--- config.mk ---
export PLATFORM = sky130hd
export DESIGN_NAME = agex_mul_seq
export DESIGN_NICKNAME = d
export VERILOG_FILES = /design/src/rtl/agex_mul_seq.sv
export SDC_FILE = /design/constraint.sdc
export NUM_CORES = 1
export LEC_CHECK = 0
export ABC_AREA = 1
export BUFFER_PORTS_ARGS = -buffer_cell sky130_fd_sc_hd__buf_4
export CAP_MARGIN = 20
export CORE_ASPECT_RATIO = 0.5
export CORE_MARGIN = 1
export CORE_UTILIZATION = 45
export DETAILED_ROUTE_END_ITERATION = 16
export SYNTH_ARGS = -nofsm -noshare
export SYNTH_HDL_FRONTEND = slang
export SYNTH_SLANG_ARGS = --single-unit
--- constraint.sdc ---
create_clock -name clk -period 7.7 [get_ports clk]
set_clock_uncertainty 0.15 [all_clocks]
set_input_delay 0.77 -clock clk [delete_from_list [all_inputs] [get_ports clk]]
set_output_delay 0.77 -clock clk [all_outputs]
set_load 0.005 [all_outputs]
--- src/rtl/agex_mul_seq.sv ---
// Iterative shift-add multiply sequencer for the AGEX stage; stalls the front end until the product is ready.
// Optional macro AGEX_MUL_EARLY_TERM_EN: leave RUN as soon as the remaining multiplier bits are all zero.
//
// state | meaning
// IDLE  | waiting for an unflushed start
// RUN   | one shift-add iteration per cycle
// FIXUP | apply sign to the accumulated magnitude product
// DONE  | present product for one cycle, count the op
module agex_mul_seq #(
    parameter int DBITS = 32,
    parameter int CNT_W = $clog2(DBITS + 1)
) (
    input  logic                 clk,
    input  logic                 reset_n,
    input  logic                 start_i,
    input  logic                 signed_i,
    input  logic [DBITS-1:0]     op_a_i,
    input  logic [DBITS-1:0]     op_b_i,
    input  logic                 flush_i,
    output logic                 stall_o,
    output logic                 busy_o,
    output logic                 done_o,
    output logic [2*DBITS-1:0]   product_o,
    output logic [31:0]          op_count_o
);

    localparam int PW = 2 * DBITS;

    typedef enum logic [1:0] {
        S_IDLE  = 2'd0,
        S_RUN   = 2'd1,
        S_FIXUP = 2'd2,
        S_DONE  = 2'd3
    } state_t;

    state_t            state;
    state_t            state_nxt;
    logic [PW-1:0]     mcand;
    logic [DBITS-1:0]  mplier;
    logic [PW-1:0]     acc;
    logic [PW-1:0]     product_q;
    logic [CNT_W-1:0]  cnt;
    logic [31:0]       op_count;
    logic              neg;

    logic              accept;
    logic              last_iter;
    logic [DBITS-1:0]  abs_a;
    logic [DBITS-1:0]  abs_b;
    logic [DBITS-1:0]  mplier_shift;
    logic [PW-1:0]     addend;
    logic [PW-1:0]     acc_fix;

    // The most negative operand negates to itself, which read as unsigned is exactly its magnitude.
    assign abs_a        = (signed_i && op_a_i[DBITS-1]) ? (~op_a_i + DBITS'(1)) : op_a_i;
    assign abs_b        = (signed_i && op_b_i[DBITS-1]) ? (~op_b_i + DBITS'(1)) : op_b_i;
    assign mplier_shift = mplier >> 1;
    assign addend       = mplier[0] ? mcand : '0;
    assign acc_fix      = neg ? (~acc + PW'(1)) : acc;

`ifdef AGEX_MUL_EARLY_TERM_EN
    assign last_iter = (cnt == CNT_W'(1)) || (mplier_shift == '0);
`else
    assign last_iter = (cnt == CNT_W'(1));
`endif

    always_ff @(posedge clk or negedge reset_n) begin
        if (!reset_n) begin
            state <= S_IDLE;
        end else begin
            state <= state_nxt;
        end
    end

    always_comb begin
        state_nxt = state;
        accept    = 1'b0;
        case (state)
            S_IDLE: begin
                if (start_i && !flush_i) begin
                    accept    = 1'b1;
                    state_nxt = S_RUN;
                end
            end
            S_RUN: begin
                if (flush_i) begin
                    state_nxt = S_IDLE;
                end else if (last_iter) begin
                    state_nxt = S_FIXUP;
                end
            end
            S_FIXUP: begin
                state_nxt = flush_i ? S_IDLE : S_DONE;
            end
            S_DONE: begin
                state_nxt = S_IDLE;
            end
            default: begin
                state_nxt = S_IDLE;
            end
        endcase
    end

    always_ff @(posedge clk or negedge reset_n) begin
        if (!reset_n) begin
            mcand     <= '0;
            mplier    <= '0;
            acc       <= '0;
            neg       <= 1'b0;
            cnt       <= '0;
            product_q <= '0;
            op_count  <= '0;
        end else begin
            if (accept) begin
                mcand  <= {{DBITS{1'b0}}, abs_a};
                mplier <= abs_b;
                neg    <= signed_i & (op_a_i[DBITS-1] ^ op_b_i[DBITS-1]);
                acc    <= '0;
                cnt    <= CNT_W'(DBITS);
            end
            if (state == S_RUN && !flush_i) begin
                acc    <= acc + addend;
                mcand  <= mcand << 1;
                mplier <= mplier_shift;
                cnt    <= cnt - CNT_W'(1);
            end
            // A flushed op never reaches the visible product register.
            if (state == S_FIXUP && !flush_i) begin
                acc       <= acc_fix;
                product_q <= acc_fix;
            end
            if (state == S_DONE) begin
                op_count <= op_count + 32'd1;
            end
        end
    end

    assign stall_o    = ((state == S_IDLE) && start_i && !flush_i) ||
                        (state == S_RUN) || (state == S_FIXUP);
    assign busy_o     = (state != S_IDLE);
    assign done_o     = (state == S_DONE);
    assign product_o  = product_q;
    assign op_count_o = op_count;

endmodule

* Word level (Yosys, flattened, before mapping)
Index checks and enable logic that the tools add are counted.
** Storage, ports and cells
- Bits in registers :: 265
- Bits of input ports :: 69
- Output and inout port bits :: 99
- Word-level logic and storage cells :: 60
** Cells by class
- Add/sub/neg operators :: 6
- Eq/ne operators :: 6
- Multiplexer cells :: 20
- Bitwise operators :: 5
- Reduce and logical (&&, ||, !) cells :: 15
** Operator list (number)
- two-way mux 64 bit :: 7
- two-way mux 32 bit :: 4
- adder 32 x 1 -> 32 bit, second input constant :: 3
- adder 64 x 1 -> 64 bit, second input constant :: 1
- adder 64 bit :: 1
- NOT 32 bit :: 2
- NOT 64 bit :: 1
- two-way mux 6 bit :: 2
- two-way mux 2 bit :: 4
- case mux 2 bit (4 select lines) :: 1
- logical AND 1 bit :: 7
- == test 6 x 1 -> 1 bit, second input constant :: 1
- subtractor 6 x 1 -> 6 bit, second input constant :: 1
- == test 2 bit, second input constant :: 2
- nonzero test 2 bit :: 2
- inequality test 3 bit, second input constant :: 1
- nonzero test 3 bit :: 1
- == test 2 x 1 -> 1 bit, second input constant :: 1
- zero test 2 bit :: 1
- logical OR 1 bit :: 2
- two-way mux 1 bit :: 2
- inequality test 2 bit, second input constant :: 1
- AND reduction 2 bit :: 1
- AND 1 bit :: 1
- other kinds (2) :: 2

* Depth between registers and ports, before layout
Gate-level depths: netlist of the first run.
- Word-level depth :: 7
- Gate-level depth with buffers :: 21
- Gate-level depth less buffers :: 19

* Least setup slack after synthesis of the first run
Ideal clock, no wire load.
- Path kind :: flip-flop to flip-flop
- From :: register mplier[0]
- To :: register acc[62]
- Setup time :: 0.125 ns
- Data arrival time :: 2.461 ns
- Setup slack :: 4.964 ns
- Stages on the path, launching flop included :: 22
- Path buffers :: 2
- Path through :: dfrtp_1 -> clkbuf_1 -> clkbuf_1 -> nand2_1 -> inv_1 -> ha_1 -> inv_1 -> fa_1 -> inv_1 -> nand3_1 -> inv_1 -> nand2_1 -> nand3_1 -> nand2_1 -> nand2_1 -> nand2_1 -> nand2_1 -> nand2_1 -> nand2_1 -> nand2_1 -> nand3_1 -> nand3_1
** Between the ends
- Cells in the longest elaborated chain, start to end :: 4
** Ends and longest elaborated chain
- start: declaration :: line 39 : logic [DBITS-1:0] mplier;
- start signal: assignment :: line 116 : mplier <= abs_b;
- start signal: assignment :: line 124 : mplier <= mplier_shift;
- two-way mux 64 bit :: line 58 : assign addend = mplier[0] ? mcand : '0;
- adder 64 bit :: line 122 : acc <= acc + addend;
- two-way mux 64 bit :: line 121 : if (state == S_RUN && !flush_i) begin
- two-way mux 64 bit :: line 128 : if (state == S_FIXUP && !flush_i) begin
- end signal: assignment :: line 122
- end signal: assignment :: line 129 : acc <= acc_fix;
- end: declaration :: line 40 : logic [PW-1:0] acc;
No other way between the ends.
A chain may end at the register's enable or synchronous reset.

* Worst setup path in the final report of the first run
- From :: register mplier[0]
- To :: register acc[48]
The elaborated chain is that of the path after synthesis.

==> results.yml, run 1 <==
route:
  ant_nets: 0
  avgRoutedWirePerCell_um: 17.4
  wl_um: 72000
  drc: 0
  drt_iter0_drc: 1958
  vias: 21500
  dr.pass1.iters: 5
  viasPerCell: 5.20
floorplan:
  pin_count: 168
  rows: 55
  die_w_um: 305
  core_area_mm2: 0.0453
  fp.dieH_um: 154
  die_area_mm2: 0.0469
  start_util_pct: 45.7
power:
  internal-power_mw: 3.98
  leakage_nw: 13.5
  seqPwrFrac_pct: 30.6
  p_clk_share_pct: 18.4
  comb_power_share_pct: 51.0
  vdd_drop_max_mv: 0.225
  switching_share_pct: 48.6
  p_switching_mw: 3.76
  p_per_area_mw_per_mm2: 329
setup_path:
  ff2ff_setup_slack_ns: 4.34
  arrival_ns: 3.65
  required_ns: 7.99
  crit_path_start_kind: "flip-flop"
  rr_startpoint: "mplier[0]"
  path_cells: "buf_4 > nand2_1 > inv_1 > ha_1 > nand2_1 > nor2_1 > inv_1 > nor2_1 > inv_1 > o21bai_1 > nand2_1 > nand3_1 > nand2_1 > nand3_1 > nand3_1"
  cp_max_fo: 42
  critPathMaxStageDelay_ns: 0.63
  worstSetupStartpoint: "mplier[0]"
  slowest_stage: "dfrtp_2"
  crit_top_cell: "nand2_1"
  endpoint_kind: "flip-flop"
  worstSetupPathType: "flip-flop to flip-flop"
clocking:
  clock-sinks: 265
  cts_tree: "yes"
  cts.reportedPaths.clkPinSlew_ns: 0.07
  clockBufferDepth: 3
  htree_levels: 1
  clk_latency_ns: 0.59
  post_cts_buffers: 0
  cts_made_buffers: 28
  cts_root_buffer: "clkbuf_16"
global_routing:
  grt_max_degree: 134
  grt_pass1_wl_um: 112000
  gr-usage-all-layers_pct: 30.4
  use_met2_pct: 47.6
  antenna_found_initial: 0
  grt_pass1_vias: 19700
  grt-ovfl-total: 0
  grt_most_used_layer: "met2"
  grt_use_met3_pct: 3.61
  use_met1_pct: 45.3
synthesis:
  yosysSeqAreaShare_pct: 32.1
  synthCells: 3377
  synthTopCellsByCount: "nand2_1 (1241), inv_1 (614), nand3_1 (312)"
  post_synth_num_cell_types: 47
  synth.most_common_cell: "nand2_1"
  synth_top_area_share_pct: 32.1
  synth.avg_cell_area_um2: 6.12
  ys_ff_latch: 265
  synthFlopType: "dfrtp_1"
  synth_area_mm2: 0.0207
  synth_area_leaders: "dfrtp_1 (32%), nand2_1 (23%), inv_1 (11%), nand3_1 (7.6%), nor2_1 (4.7%)"
  yosys_warnings: 0
  syn_nets: 3516
  ys_async_sr_fraction_pct: 100
  yosysTopAreaCell: "dfrtp_1"
  synth_edf_count: 0
timing:
  period_share_pct: 43.6
  layout_setup_ws_ns: 4.34
  setup-violations-final: 0
  fmax_mhz: 298
  worst_pin_slew_ns: 1.10
  hold_viol_final: 0
  tns_ns: 0
  drv_slew: 0
  rsz0062_at_grt: "false"
  min_period_ns: 3.36
  slew_headroom_pct: 26.9
layout:
  syn_to_final_growth_pct: 13.7
  antennaDiodeCount: 0
  fin_nets: 3652
  layout-drive-gt1-share_pct: 7.98
place:
  gp_congestion: 0.956
  hpwl_um: 56700
  place_ws_ns: 3.92
  port_buffers: 167
hold_path:
  hold_path.class: "input pin to flip-flop"
  min-delay-start: "op_b_i[16]"
flow_run:
  drv_cap: 0
run_status:
  status: "finished, final reports clean"
routing by layer:
| metal | vias up | wire length (µm) |
|---|---|---|
| li1 | 10800 | - |
| met1 | 9975 | 35100 |
| met2 | 608 | 31500 |
| met3 | 76 | 4120 |
| met4 | 0 | 1280 |
| met5 | - | 0 |
cell type report:
type	count	area (µm²)
multi-input cells	2415	11400
clock inverters	12	116
clock buffers	40	826
repair buffers	182	1400
inverters	621	2330
fillers	4815	21800
flip-flops and latches	265	6630
well taps	598	748
sequential cells by signal (all words and copies together), names as in the netlist:
signal,cells
acc,64
cnt,6
mcand,64
mplier,32
neg,1
op_count_o,32
product_o,64
state,2
placed cells by master, fill, tap and decap left out, types with 28 or more instances in the layout:
master and n:
nand2_1 1241, o21ai_0 115, o22ai_1 36, ha_1 69, nor2_1 257, xor2_1 47, nand4_1 39, buf_4 178
a21oi_1 112, nand3_1 310, clkbuf_16 28, dfrtp_1 263, nor3_1 37, inv_1 614
power by group through the flow:
stage | logic [mW] | registers [mW] | clock network, mW
finish | 3.95 | 2.37 | 1.43
global route | 4.40 | 2.42 | 1.51
CTS | 3.87 | 2.36 | 1.46
detailed placement | 3.86 | 2.38 | 0
global placement | 3.82 | 2.38 | 0
floorplan | 2.61 | 2.20 | 0
stage by stage:
step	hold WS (ns)	instance area (µm²)	total power, mW	instances	utilization (%)
after global routing	0.324	23500	8.33	4133	51.9
after detailed placement	0.317	22500	6.24	4079	49.8
final	0.289	23500	7.74	4133	51.9
after floorplan	0.302	20700	4.81	3377	-
after CTS	0.263	23500	7.70	4132	51.9
after global placement	0.311	22500	6.20	4079	49.8
timing repair:
| item | 4_1_cts | 5_1_grt |
|---|---|---|
| gates resized for setup | 0 | 0 |
| hold endpoints to repair | 1 | 0 |
| hold buffers | 1 | 0 |
path summary, 6_finish.rpt:
check                                 endpoint  cells after the start
worst max-delay path                   acc[48]                     15
worst min-delay path                mplier[16]                      3
worst max register to register         acc[48]                     15
worst min register to register   product_o[43]                      2
max in group asynchronous            mplier[0]                      3
min in group asynchronous       op_count_o[30]                      2
worst max-delay path: cells and delay by family, from the launching register on:
family,cells,cell delay [ns]
AO/OA/AOI/OAI,1,0.21
flip-flops,1,0.63
AND/OR/NAND/NOR,9,1.23
adder cells (fa/ha/maj),1,0.22
buffers and inverters,4,0.75
logic make-up after synthesis:
group | count (synthesis) | synth area share, %
compound gates | 333 | 9.21
fa+ha+maj | 70 | 4.27
simple gates | 1948 | 39.0
mux | 2 | 0.0968
buf+inv | 697 | 12.7
flops | 265 | 32.1
xor+xnor | 62 | 2.63
(Power assumes the default switching activity.)
==> run 2, diff against run 1 <==
==> constraint.sdc (replaced) <==
create_clock -name clk -period 3.52 [get_ports clk]
set_clock_uncertainty 0.15 [all_clocks]
set_input_delay 0.352 -clock clk [delete_from_list [all_inputs] [get_ports clk]]
set_output_delay 0.352 -clock clk [all_outputs]
set_load 0.005 [all_outputs]
==> results.yml, run 2 (same netlist as run 1, synthesis figures left out) <==
setup_path:
  endpoint_kind: "flip-flop"
  reg2reg_depth: 17
  rr_startpoint: "mplier[0]"
  required_ns: 3.81
  cp_max_fo: 18
  crit_top_cell: "nand2_1"
  arrival_ns: 3.55
  worstSetupPathType: "flip-flop to flip-flop"
  path_buf_inv: 3
  path_delay_family: "simple AND/OR/NAND/NOR gates"
  crit_end: "acc[48]"
  path_cells: "nand2_1 > inv_1 > ha_1 > inv_1 > fa_1 > inv_1 > nand3_1 > nand3_1 > nand2_1 > nand2_1 > nand2_1 > nand2_1 > nand2_1 > nand3_1 > nand2_1 > nand3_1 > nand3_1"
  slowest_stage: "dfrtp_2"
  crit_path_start_kind: "flip-flop"
  worst-path-stages: 17
  ff2ff_setup_slack_ns: 0.27
  critPathMaxStageDelay_ns: 0.59
  worstSetupStartpoint: "mplier[0]"
  r2r_end: "acc[48]"
clocking:
  cts_hold_buf: 58
  cts_resized: 0
  htree_levels: 1
  clk_latency_ns: 0.60
  cts.reportedPaths.clkPinSlew_ns: 0.06
  cts_made_buffers: 28
  clock-sinks: 265
  post_cts_buffers: 0
  cts_tree: "yes"
  clockBufferDepth: 3
  cts_root_buffer: "clkbuf_16"
floorplan:
  die_area_mm2: 0.0469
  start_util_pct: 45.7
  fp.dieH_um: 154
  rows: 55
  pin_count: 168
  die_w_um: 305
  core_area_mm2: 0.0453
power:
  internal-power_mw: 8.79
  comb_power_share_pct: 50.8
  p_per_area_mw_per_mm2: 703
  p_switching_mw: 8.21
  seqPwrFrac_pct: 31.1
  switching_share_pct: 48.3
  leakage_nw: 13.8
  vdd_drop_max_mv: 0.377
  power.total_mw: 17.0
  p_clk_share_pct: 18.1
layout:
  syn_to_final_growth_pct: 16.9
  final_common_cell: "nand2_1"
  multi_input_area_mm2: 0.0114
  fin_nets: 3725
  most-common-layout-cells: "nand2_1 (1241), inv_1 (614), nand3_1 (310)"
  layout-drive-gt1-share_pct: 8.10
  antennaDiodeCount: 0
  nFillCells: 4713
  regArea_mm2: 0.00663
route:
  dr.pass1.iters: 6
  wl_met3_um: 4950
  drt_iter0_drc: 2124
  wl_um: 74400
  viasPerCell: 5.24
  wl_met2_um: 33100
  ant_nets: 0
  met1_length_um: 34900
  drc: 0
  vias: 22000
  highest_layer: "met4"
  avgRoutedWirePerCell_um: 17.7
global_routing:
  gr-usage-all-layers_pct: 31.3
  grt-ovfl-total: 0
  grt_pass1_vias: 20200
  grt_pass1_wl_um: 115000
  grt_max_degree: 85
  antenna_found_initial: 0
timing:
  slew_headroom_pct: 36.1
  setup-violations-final: 0
  fmax_mhz: 307
  drv_slew: 0
  hold_viol_final: 0
  layout_setup_ws_ns: 0.265
  tns_ns: 0
  min_period_ns: 3.25
  period_share_pct: 92.5
  hold_ws_ns: 0.0269
  rsz0062_at_grt: "false"
  worst_pin_slew_ns: 0.959
place:
  port_buffers: 167
  gp_congestion: 1.00
  place_ws_ns: 0.340
  hpwl_um: 58500
hold_path:
  hold_path.class: "input pin to flip-flop"
  min-delay-start: "op_b_i[30]"
run_status:
  status: "finished, final reports clean"
flow_run:
  drv_cap: 0
run 2: cell types whose count changed in the layout (fill, tap and decap cells not counted), sizes merged, moves of 2 or more:
cell / change
dlygate4sd3: +57
buf: +16
clkbuf: -5
clkinvlp: -3
bufinv: +2
run 2: worst min path at each step:
stage | endpoint | slack, ns | cells after the start
4_1_cts | mplier[30] | 0.0006 | 5
5_1_grt | mplier[1] | 0.05 | 5
2_1_floorplan | acc[0] | -0.09 | 0
3_3_place_gp | op_count_o[29] | 0.28 | 1
3_5_place_dp | op_count_o[29] | 0.28 | 1
6_report | mplier[30] | 0.03 | 5
run 2: worst min-delay path: cells and delay by family:
family	cells	cell delay [ns]
buf+inv	2	0.17
simple gates	2	0.11
compound gates	1	0.08
run 2: power groups by stage:
stage               Combinational [mW]  Clock [mW]  Sequential [mW]
CTS                               8.48        3.14             5.29
detailed placement                8.37           0             5.33
global placement                  8.30           0             5.32
finish                            8.63        3.07             5.29
floorplan                         5.71           0             4.80
global route                      9.62        3.23             5.41
run 2: area by class of cell:
cell class,count,share of cell area [%]
clock buffers,35,3.05
clock inverters,13,0.694
inverters,621,9.65
multi-input cells,2415,47.4
flip-flops and latches,265,27.4
well taps,598,3.10
repair buffers,255,8.71
run 2: through the flow:
| stage | util (%) | cell area [µm²] | std cells |
|---|---|---|---|
| 2_1_floorplan | - | 20700 | 3377 |
| 6_report | 53.4 | 24200 | 4202 |
| 3_5_place_dp | 50.1 | 22700 | 4096 |
| 3_3_place_gp | 50.1 | 22700 | 4096 |
| 4_1_cts | 53.4 | 24200 | 4202 |
| 5_1_grt | 53.4 | 24200 | 4202 |
run 2: routing by layer:
metal | vias up | track usage [%]
li1 | 11000 | -
met1 | 10200 | 45.7
met2 | 756 | 50.0
met3 | 77 | 3.46
met4 | 0 | 6.13
met5 | - | 0
